==> src/rtl/joystick_pkg.sv <==
// Shared encodings for the joystick move FSM: direction codes, FSM states and
// the bit positions of the per-direction zone vector driven onto dir_level.
package joystick_pkg;

    localparam logic [1:0] DIR_UP    = 2'd0;
    localparam logic [1:0] DIR_DOWN  = 2'd1;
    localparam logic [1:0] DIR_LEFT  = 2'd2;
    localparam logic [1:0] DIR_RIGHT = 2'd3;

    localparam int ZB_UP    = 0;
    localparam int ZB_DOWN  = 1;
    localparam int ZB_LEFT  = 2;
    localparam int ZB_RIGHT = 3;

    typedef enum logic [1:0] {
        ST_IDLE,
        ST_ARM,
        ST_FIRE,
        ST_HOLD
    } state_t;

endpackage

==> src/rtl/joy_axis_zone.sv <==
// Per-axis hysteresis comparator: tracks whether one ADC axis sits in its low
// or high zone, and exposes the next-state zones plus |code-CENTER| for arbitration.
module joy_axis_zone #(
    parameter int ADC_W  = 12,
    parameter int CENTER = 2048,
    parameter int DEAD   = 600,
    parameter int HYST   = 100
) (
    input  logic             clk,
    input  logic             reset,
    input  logic             sample_valid,
    input  logic [ADC_W-1:0] code,
    output logic             hi,
    output logic             lo,
    output logic             hi_next,
    output logic             lo_next,
    output logic [ADC_W-1:0] dev_abs
);

    localparam logic signed [ADC_W:0] CENTER_S = (ADC_W+1)'(CENTER);
    localparam logic signed [ADC_W:0] DEAD_S   = (ADC_W+1)'(DEAD);
    localparam logic signed [ADC_W:0] NDEAD_S  = -DEAD_S;
    localparam logic [ADC_W-1:0]      REL_U    = ADC_W'(DEAD - HYST);

    logic signed [ADC_W:0] dev;
    logic hi_q, hi_d;
    logic lo_q, lo_d;

    // One extra bit keeps code-CENTER exact for every unsigned code.
    function automatic logic [ADC_W-1:0] abs_dev(input logic signed [ADC_W:0] d);
        logic signed [ADC_W:0] mag;
        mag = d[ADC_W] ? -d : d;
        return mag[ADC_W-1:0];
    endfunction

    always_comb begin
        dev     = $signed({1'b0, code}) - CENTER_S;
        dev_abs = abs_dev(dev);
        hi_d    = hi_q;
        lo_d    = lo_q;
        if (sample_valid) begin
            if (dev > DEAD_S) begin
                hi_d = 1'b1;
                lo_d = 1'b0;
            end else if (dev < NDEAD_S) begin
                hi_d = 1'b0;
                lo_d = 1'b1;
            end else if (dev_abs <= REL_U) begin
                hi_d = 1'b0;
                lo_d = 1'b0;
            end
        end
    end

    always_ff @(posedge clk or posedge reset) begin
        if (reset) begin
            hi_q <= 1'b0;
            lo_q <= 1'b0;
        end else begin
            hi_q <= hi_d;
            lo_q <= lo_d;
        end
    end

    assign hi      = hi_q;
    assign lo      = lo_q;
    assign hi_next = hi_d;
    assign lo_next = lo_d;

endmodule

==> src/rtl/joystick_move_fsm.sv <==
// Joystick-to-move-command FSM with per-axis hysteresis zones and debounce.
// Define JOYSTICK_AUTOREPEAT_EN to re-fire a held direction every REPEAT_CYC cycles.
module joystick_move_fsm
    import joystick_pkg::*;
#(
    parameter int ADC_W      = 12,
    parameter int CENTER     = 2048,
    parameter int DEAD       = 600,
    parameter int HYST       = 100,
    parameter int HOLD_SMP   = 3,
    parameter int REPEAT_CYC = 5_000_000
) (
    input  logic             clk,
    input  logic             reset,
    input  logic [ADC_W-1:0] adc_x_value,
    input  logic [ADC_W-1:0] adc_y_value,
    input  logic             sample_valid,
    output logic             move_valid,
    output logic [1:0]       move_dir,
    input  logic             move_ready,
    output logic [3:0]       dir_level
);

    if (HYST >= DEAD) begin : g_bad_hyst
        $error("joystick_move_fsm: HYST must be smaller than DEAD");
    end
    if (CENTER + DEAD > (1 << ADC_W) - 1) begin : g_bad_top
        $error("joystick_move_fsm: CENTER+DEAD exceeds the ADC range");
    end
    if (CENTER < DEAD) begin : g_bad_bottom
        $error("joystick_move_fsm: CENTER must be at least DEAD");
    end
    if (HOLD_SMP == 0) begin : g_bad_hold
        $error("joystick_move_fsm: HOLD_SMP must be non-zero");
    end
    if (REPEAT_CYC < 1) begin : g_bad_repeat
        $error("joystick_move_fsm: REPEAT_CYC must be positive");
    end

    localparam int               CNT_W  = $clog2(HOLD_SMP + 2);
    localparam logic [CNT_W-1:0] HOLD_N = CNT_W'(HOLD_SMP);

    logic             x_hi, x_lo, x_hi_n, x_lo_n;
    logic             y_hi, y_lo, y_hi_n, y_lo_n;
    logic [ADC_W-1:0] x_dev, y_dev;

    joy_axis_zone #(
        .ADC_W (ADC_W),
        .CENTER(CENTER),
        .DEAD  (DEAD),
        .HYST  (HYST)
    ) u_zone_x (
        .clk         (clk),
        .reset       (reset),
        .sample_valid(sample_valid),
        .code        (adc_x_value),
        .hi          (x_hi),
        .lo          (x_lo),
        .hi_next     (x_hi_n),
        .lo_next     (x_lo_n),
        .dev_abs     (x_dev)
    );

    joy_axis_zone #(
        .ADC_W (ADC_W),
        .CENTER(CENTER),
        .DEAD  (DEAD),
        .HYST  (HYST)
    ) u_zone_y (
        .clk         (clk),
        .reset       (reset),
        .sample_valid(sample_valid),
        .code        (adc_y_value),
        .hi          (y_hi),
        .lo          (y_lo),
        .hi_next     (y_hi_n),
        .lo_next     (y_lo_n),
        .dev_abs     (y_dev)
    );

    logic       x_act, y_act, cand_vld;
    logic [1:0] cand;

    // Candidate uses this sample's zones so the Nth qualifying sample fires next cycle.
    always_comb begin
        x_act    = x_hi_n | x_lo_n;
        y_act    = y_hi_n | y_lo_n;
        cand_vld = x_act | y_act;
        cand     = DIR_UP;
        if (x_act && (!y_act || x_dev >= y_dev)) begin
            cand = x_hi_n ? DIR_RIGHT : DIR_LEFT;
        end else if (y_act) begin
            cand = y_hi_n ? DIR_UP : DIR_DOWN;
        end
    end

    state_t           state_q, state_d;
    logic [CNT_W-1:0] cnt_q, cnt_d;
    logic [1:0]       dir_q, dir_d;
    logic [1:0]       mdir_q, mdir_d;
    logic             load_en;
    logic [1:0]       load_dir;
    logic [CNT_W-1:0] load_cnt;

`ifdef JOYSTICK_AUTOREPEAT_EN
    localparam int               TMR_W    = $clog2(REPEAT_CYC + 1);
    localparam logic [TMR_W-1:0] TMR_LAST = TMR_W'(REPEAT_CYC - 1);
    logic [TMR_W-1:0] timer_q, timer_d;
`endif

    always_comb begin
        state_d  = state_q;
        cnt_d    = cnt_q;
        dir_d    = dir_q;
        mdir_d   = mdir_q;
        load_en  = 1'b0;
        load_dir = dir_q;
        load_cnt = cnt_q;
`ifdef JOYSTICK_AUTOREPEAT_EN
        timer_d  = timer_q;
`endif
        unique case (state_q)
            ST_IDLE: begin
                if (sample_valid && cand_vld) begin
                    load_en  = 1'b1;
                    load_dir = cand;
                    load_cnt = CNT_W'(1);
                end
            end
            ST_ARM: begin
                if (sample_valid) begin
                    if (!cand_vld) begin
                        state_d = ST_IDLE;
                        cnt_d   = '0;
                    end else if (cand == dir_q) begin
                        load_en  = 1'b1;
                        load_dir = dir_q;
                        load_cnt = cnt_q + CNT_W'(1);
                    end else begin
                        load_en  = 1'b1;
                        load_dir = cand;
                        load_cnt = CNT_W'(1);
                    end
                end
            end
            // Command is frozen until the consumer takes it; samples only move the zones.
            ST_FIRE: begin
                if (move_ready) begin
                    state_d = ST_HOLD;
                    cnt_d   = '0;
`ifdef JOYSTICK_AUTOREPEAT_EN
                    timer_d = '0;
`endif
                end
            end
            ST_HOLD: begin
                if (sample_valid && !cand_vld) begin
                    state_d = ST_IDLE;
                end else if (sample_valid && cand != dir_q) begin
                    load_en  = 1'b1;
                    load_dir = cand;
                    load_cnt = CNT_W'(1);
                end
`ifdef JOYSTICK_AUTOREPEAT_EN
                else if (timer_q == TMR_LAST) begin
                    state_d = ST_FIRE;
                    mdir_d  = dir_q;
                end else begin
                    timer_d = timer_q + TMR_W'(1);
                end
`else
                else begin
                    state_d = ST_HOLD;
                end
`endif
            end
            default: state_d = ST_IDLE;
        endcase

        if (load_en) begin
            dir_d = load_dir;
            if (load_cnt >= HOLD_N) begin
                state_d = ST_FIRE;
                mdir_d  = load_dir;
                cnt_d   = '0;
            end else begin
                state_d = ST_ARM;
                cnt_d   = load_cnt;
            end
        end
    end

    always_ff @(posedge clk or posedge reset) begin
        if (reset) begin
            state_q <= ST_IDLE;
            cnt_q   <= '0;
            dir_q   <= DIR_UP;
            mdir_q  <= DIR_UP;
        end else begin
            state_q <= state_d;
            cnt_q   <= cnt_d;
            dir_q   <= dir_d;
            mdir_q  <= mdir_d;
        end
    end

`ifdef JOYSTICK_AUTOREPEAT_EN
    always_ff @(posedge clk or posedge reset) begin
        if (reset) begin
            timer_q <= '0;
        end else begin
            timer_q <= timer_d;
        end
    end
`endif

    always_comb begin
        dir_level           = '0;
        dir_level[ZB_UP]    = y_hi;
        dir_level[ZB_DOWN]  = y_lo;
        dir_level[ZB_LEFT]  = x_lo;
        dir_level[ZB_RIGHT] = x_hi;
    end

    assign move_valid = (state_q == ST_FIRE);
    assign move_dir   = mdir_q;

endmodule

==> config.mk <==
export PLATFORM = sky130hd
export DESIGN_NAME = joystick_move_fsm
export DESIGN_NICKNAME = d
export VERILOG_FILES = /design/src/rtl/joystick_pkg.sv /design/src/rtl/joy_axis_zone.sv /design/src/rtl/joystick_move_fsm.sv
export SDC_FILE = /design/constraint.sdc
export NUM_CORES = 1
export LEC_CHECK = 0
export CORE_ASPECT_RATIO = 1.25
export CORE_MARGIN = 5
export CORE_UTILIZATION = 48
export DETAILED_ROUTE_END_ITERATION = 8
export PLACE_DENSITY = 0.73
export SETUP_SLACK_MARGIN = 0.1
export SYNTH_ARGS = -nofsm -noshare
export SYNTH_HDL_FRONTEND = slang
export SYNTH_SLANG_ARGS = --single-unit
==> constraint.sdc <==
create_clock -name clk -period 3.98 [get_ports clk]
set_input_delay 1.194 -clock clk [delete_from_list [all_inputs] [get_ports clk]]
set_output_delay 1.194 -clock clk [all_outputs]
set_load 0.05 [all_outputs]
==> results.sh <==
export IMPL_status="complete, but fails checks"
export IMPL_violations="negative setup slack"
export IMPL_powerDensity_nw_per_um2=299.8
export IMPL_dpl_cell_area_sq_um=3163
export IMPL_postCtsHoldBufs=0
export IMPL_async_reset_ff_frac=1.000
export IMPL_viasPerCell=5.980
export IMPL_hold_viol_final=0
export IMPL_relSlewSlack=0.5746
export IMPL_drc=0
export IMPL_post_place_cells=430
export IMPL_hp_class="flop to flop"
export IMPL_io_pins=35
export IMPL_grt_max_degree=16
export IMPL_yosysSeqAreaShare=0.1491
export IMPL_rows=27
export IMPL_fp_coreArea_sq_um=4392
export IMPL_p_seq_frac=0.226
export IMPL_intPower_uw=578.6
export IMPL_final_period_utilization=1.192
export IMPL_synth_cells=282
export IMPL_whs_path_depth=2
export IMPL_rsz0062_at_grt="true"
export IMPL_grt_ovfl_total=0
export IMPL_fin_cells=452
export IMPL_ir_worst_vdd_v=0.0003858
export IMPL_grt_usage=0.2332
export IMPL_die_area_sq_um=6003
export IMPL_synth_flop_cell="dfrtp_1"
export IMPL_path_clk_slew_ns=0.05
export IMPL_p_leak_uw=0.001555
export IMPL_fillers=300
export IMPL_n_antenna_cell=0
export IMPL_reg2reg_depth=8
export IMPL_antenna_found_initial=0
export IMPL_pwr_share_comb=0.663
export IMPL_synth_distinct_cells=66
export IMPL_synth_top_family_by_area="compound AO/OA/AOI/OAI gates"
export IMPL_clk_insertion_delay_late_ns=0.24
export IMPL_worstMarginPinSlew_ns=0.6314
export IMPL_muxShareOfSynthArea=0.03956
export IMPL_syn_area_sq_um=2182
export IMPL_cts_root_buf="clkbuf_8"
export IMPL_clock_path_buffers=2
export IMPL_cts_htree_levels=1
export IMPL_synth_compound_area_frac=0.3102
export IMPL_via_count=2703
export IMPL_routed_wl_um=7472
export IMPL_p_sw_frac=0.4500
export IMPL_synth_simple_area_share=0.2747
export IMPL_drt_iter0_drc=158
export IMPL_ys_warn_count=0
export IMPL_clockPowerShare=0.111
export IMPL_die_y_um=85.39
export IMPL_final_cell_mix="buf_4 (87), o21ai_0 (18), nor2_1 (17)"
export IMPL_numCtsBuffers=3
export IMPL_crit_fanout=5
export IMPL_min_period_ns=4.744
export IMPL_critPathKind="input pin to flop"
export IMPL_required_ns=4.12
export IMPL_synth_xor_area_share=0.06422
export IMPL_syn_avg_cell_area_sq_um=7.738
export IMPL_power_uw=1052
export IMPL_slew_violations=0
export IMPL_initial_core_util=0.4969
export IMPL_max_cap_violations=0
export IMPL_grt_pass1_vias=2720
export IMPL_grt_pass1_wl_um=11740
export IMPL_area_growth_pct=60.78
export IMPL_wl_per_cell_um=16.53
export IMPL_drtPass1Iterations=4
export IMPL_drtAntennaViolNets=0
export IMPL_setup_viol=7
export IMPL_setup_slack_ns=-0.7638
export IMPL_cts_tree="yes"
export IMPL_layout_commonest_cell="buf_4"
export IMPL_synthAdderAreaFrac=0.08601
export IMPL_hpwl_um=5381
export IMPL_drive_gt1_frac=0.4340
export IMPL_critPathLaunchType="input pin"
export IMPL_switching_power_uw=473.3
export IMPL_gp_congestion=0.9038
export IMPL_fin_nets=438
export IMPL_io_buffers=34
export IMPL_cp_arrival_ns=4.89
export IMPL_syn_nets=325
export IMPL_die_width_um=70.31
export IMPL_clock_sinks=13
export IMPL_synth_edf_count=0
export IMPL_synth_seq_cells=13
export IMPL_design_area_sq_um=3508
export IMPL_cp_end_kind="flop"
export IMPL_clock_skew_ns=0.003033
export IMPL_max_freq_mhz=210.8
## power by group through the flow
stage | logic [uW] | clock network, uW | registers [uW]
detailed placement | 613 | 0 | 232
floorplan | 405 | 0 | 223
global placement | 595 | 0 | 228
finish | 697 | 116 | 238
CTS | 653 | 119 | 232
global route | 742 | 125 | 243
## flip-flops by register name, indices dropped and copies added, names as in the netlist
| register | cells |
|---|---|
| cnt_q | 3 |
| dir_q | 2 |
| move_dir | 2 |
| state_q | 2 |
| u_zone_x.hi | 1 |
| u_zone_x.lo | 1 |
| u_zone_y.hi | 1 |
| u_zone_y.lo | 1 |
## worst max-delay path: stages
cell and delay (ns):
buf_8 0.10, nor4_4 0.35, buf_4 0.17, a21oi_2 0.05, xnor2_1 0.13, ha_1 0.33, a21o_1 0.21, a211oi_2 0.20
o221ai_2 0.12, a221oi_2 0.30, o41ai_2 0.14, o2bb2ai_4 0.23, nor3b_2 0.07, or4_4 0.50, or2_4 0.30, a21oi_4 0.17
nor2b_1 0.06, a311oi_1 0.24
## synthesized netlist by cell type, types with 7 or more instances
cell type / n / area [sq um]
nor2_1: 18 / 67.56
nand3_1: 9 / 45.04
ha_1: 15 / 187.7
nand2b_1: 8 / 50.05
nand2_1: 16 / 60.06
xor2_1: 7 / 61.31
clkbuf_1: 10 / 37.54
or2_2: 7 / 43.79
xnor2_1: 9 / 78.83
inv_1: 17 / 63.81
a21oi_1: 14 / 70.07
o21ai_0: 22 / 110.1
a31oi_1: 8 / 50.05
dfrtp_1: 13 / 325.3
## layout make-up
class	count	area (sq um)	area share
Clock buffer	4	45.04	0.01284
Sequential cell	13	325.3	0.09272
Multi-Input combinational cell	232	1923	0.5481
Inverter	17	83.83	0.02389
Tap cell	58	72.57	0.02068
Timing Repair Buffer	128	1059	0.3017
## worst paths after layout
check	to	slack (ns)	start
hold reg to reg	u_zone_x.lo	0.51	u_zone_x.lo
setup / recovery	state_q[0]	-0.76	adc_y_value[3]
max in group asynchronous	dir_q[1]	2.35	reset
setup reg to reg	state_q[0]	1.27	u_zone_y.hi
hold / removal	u_zone_x.lo	0.51	u_zone_x.lo
min in group asynchronous	cnt_q[1]	1.28	reset
## repair_timing
action / CTS / global route
resized for setup: 91 / 18
pin swaps: 43 / 22
gates cloned: 0 / 0
buffers inserted: 13 / 5
setup endpoints to repair: 9 / 9
## metal layers
metal  wire, um  global-route usage
met4        301             0.09930
met1       2740              0.2360
met5          0                   0
met3        394             0.02133
met2       4036              0.4710
## through the flow
stage               setup TNS, ns  utilization  setup slack, ns  hold slack [ns]
finish                     -4.788       0.7989          -0.7638           0.5051
global route               -6.186       0.7989          -0.9600           0.5401
CTS                        -4.060       0.7735          -0.6682           0.5131
detailed placement         -12.22       0.7202           -1.611           0.5019
global placement           -11.38       0.7202           -1.497           0.4941
floorplan                  -5.113            -          -0.8413           0.4629
## cell families (layout without fill, tap and decap cells)
logic type	after synthesis	in the layout
mux	8	8
buf+inv	37	149
simple gates	101	101
xor+xnor	16	16
flops	13	13
fa+ha+maj	15	15
compound gates	92	92
(Power assumes the default switching activity.)
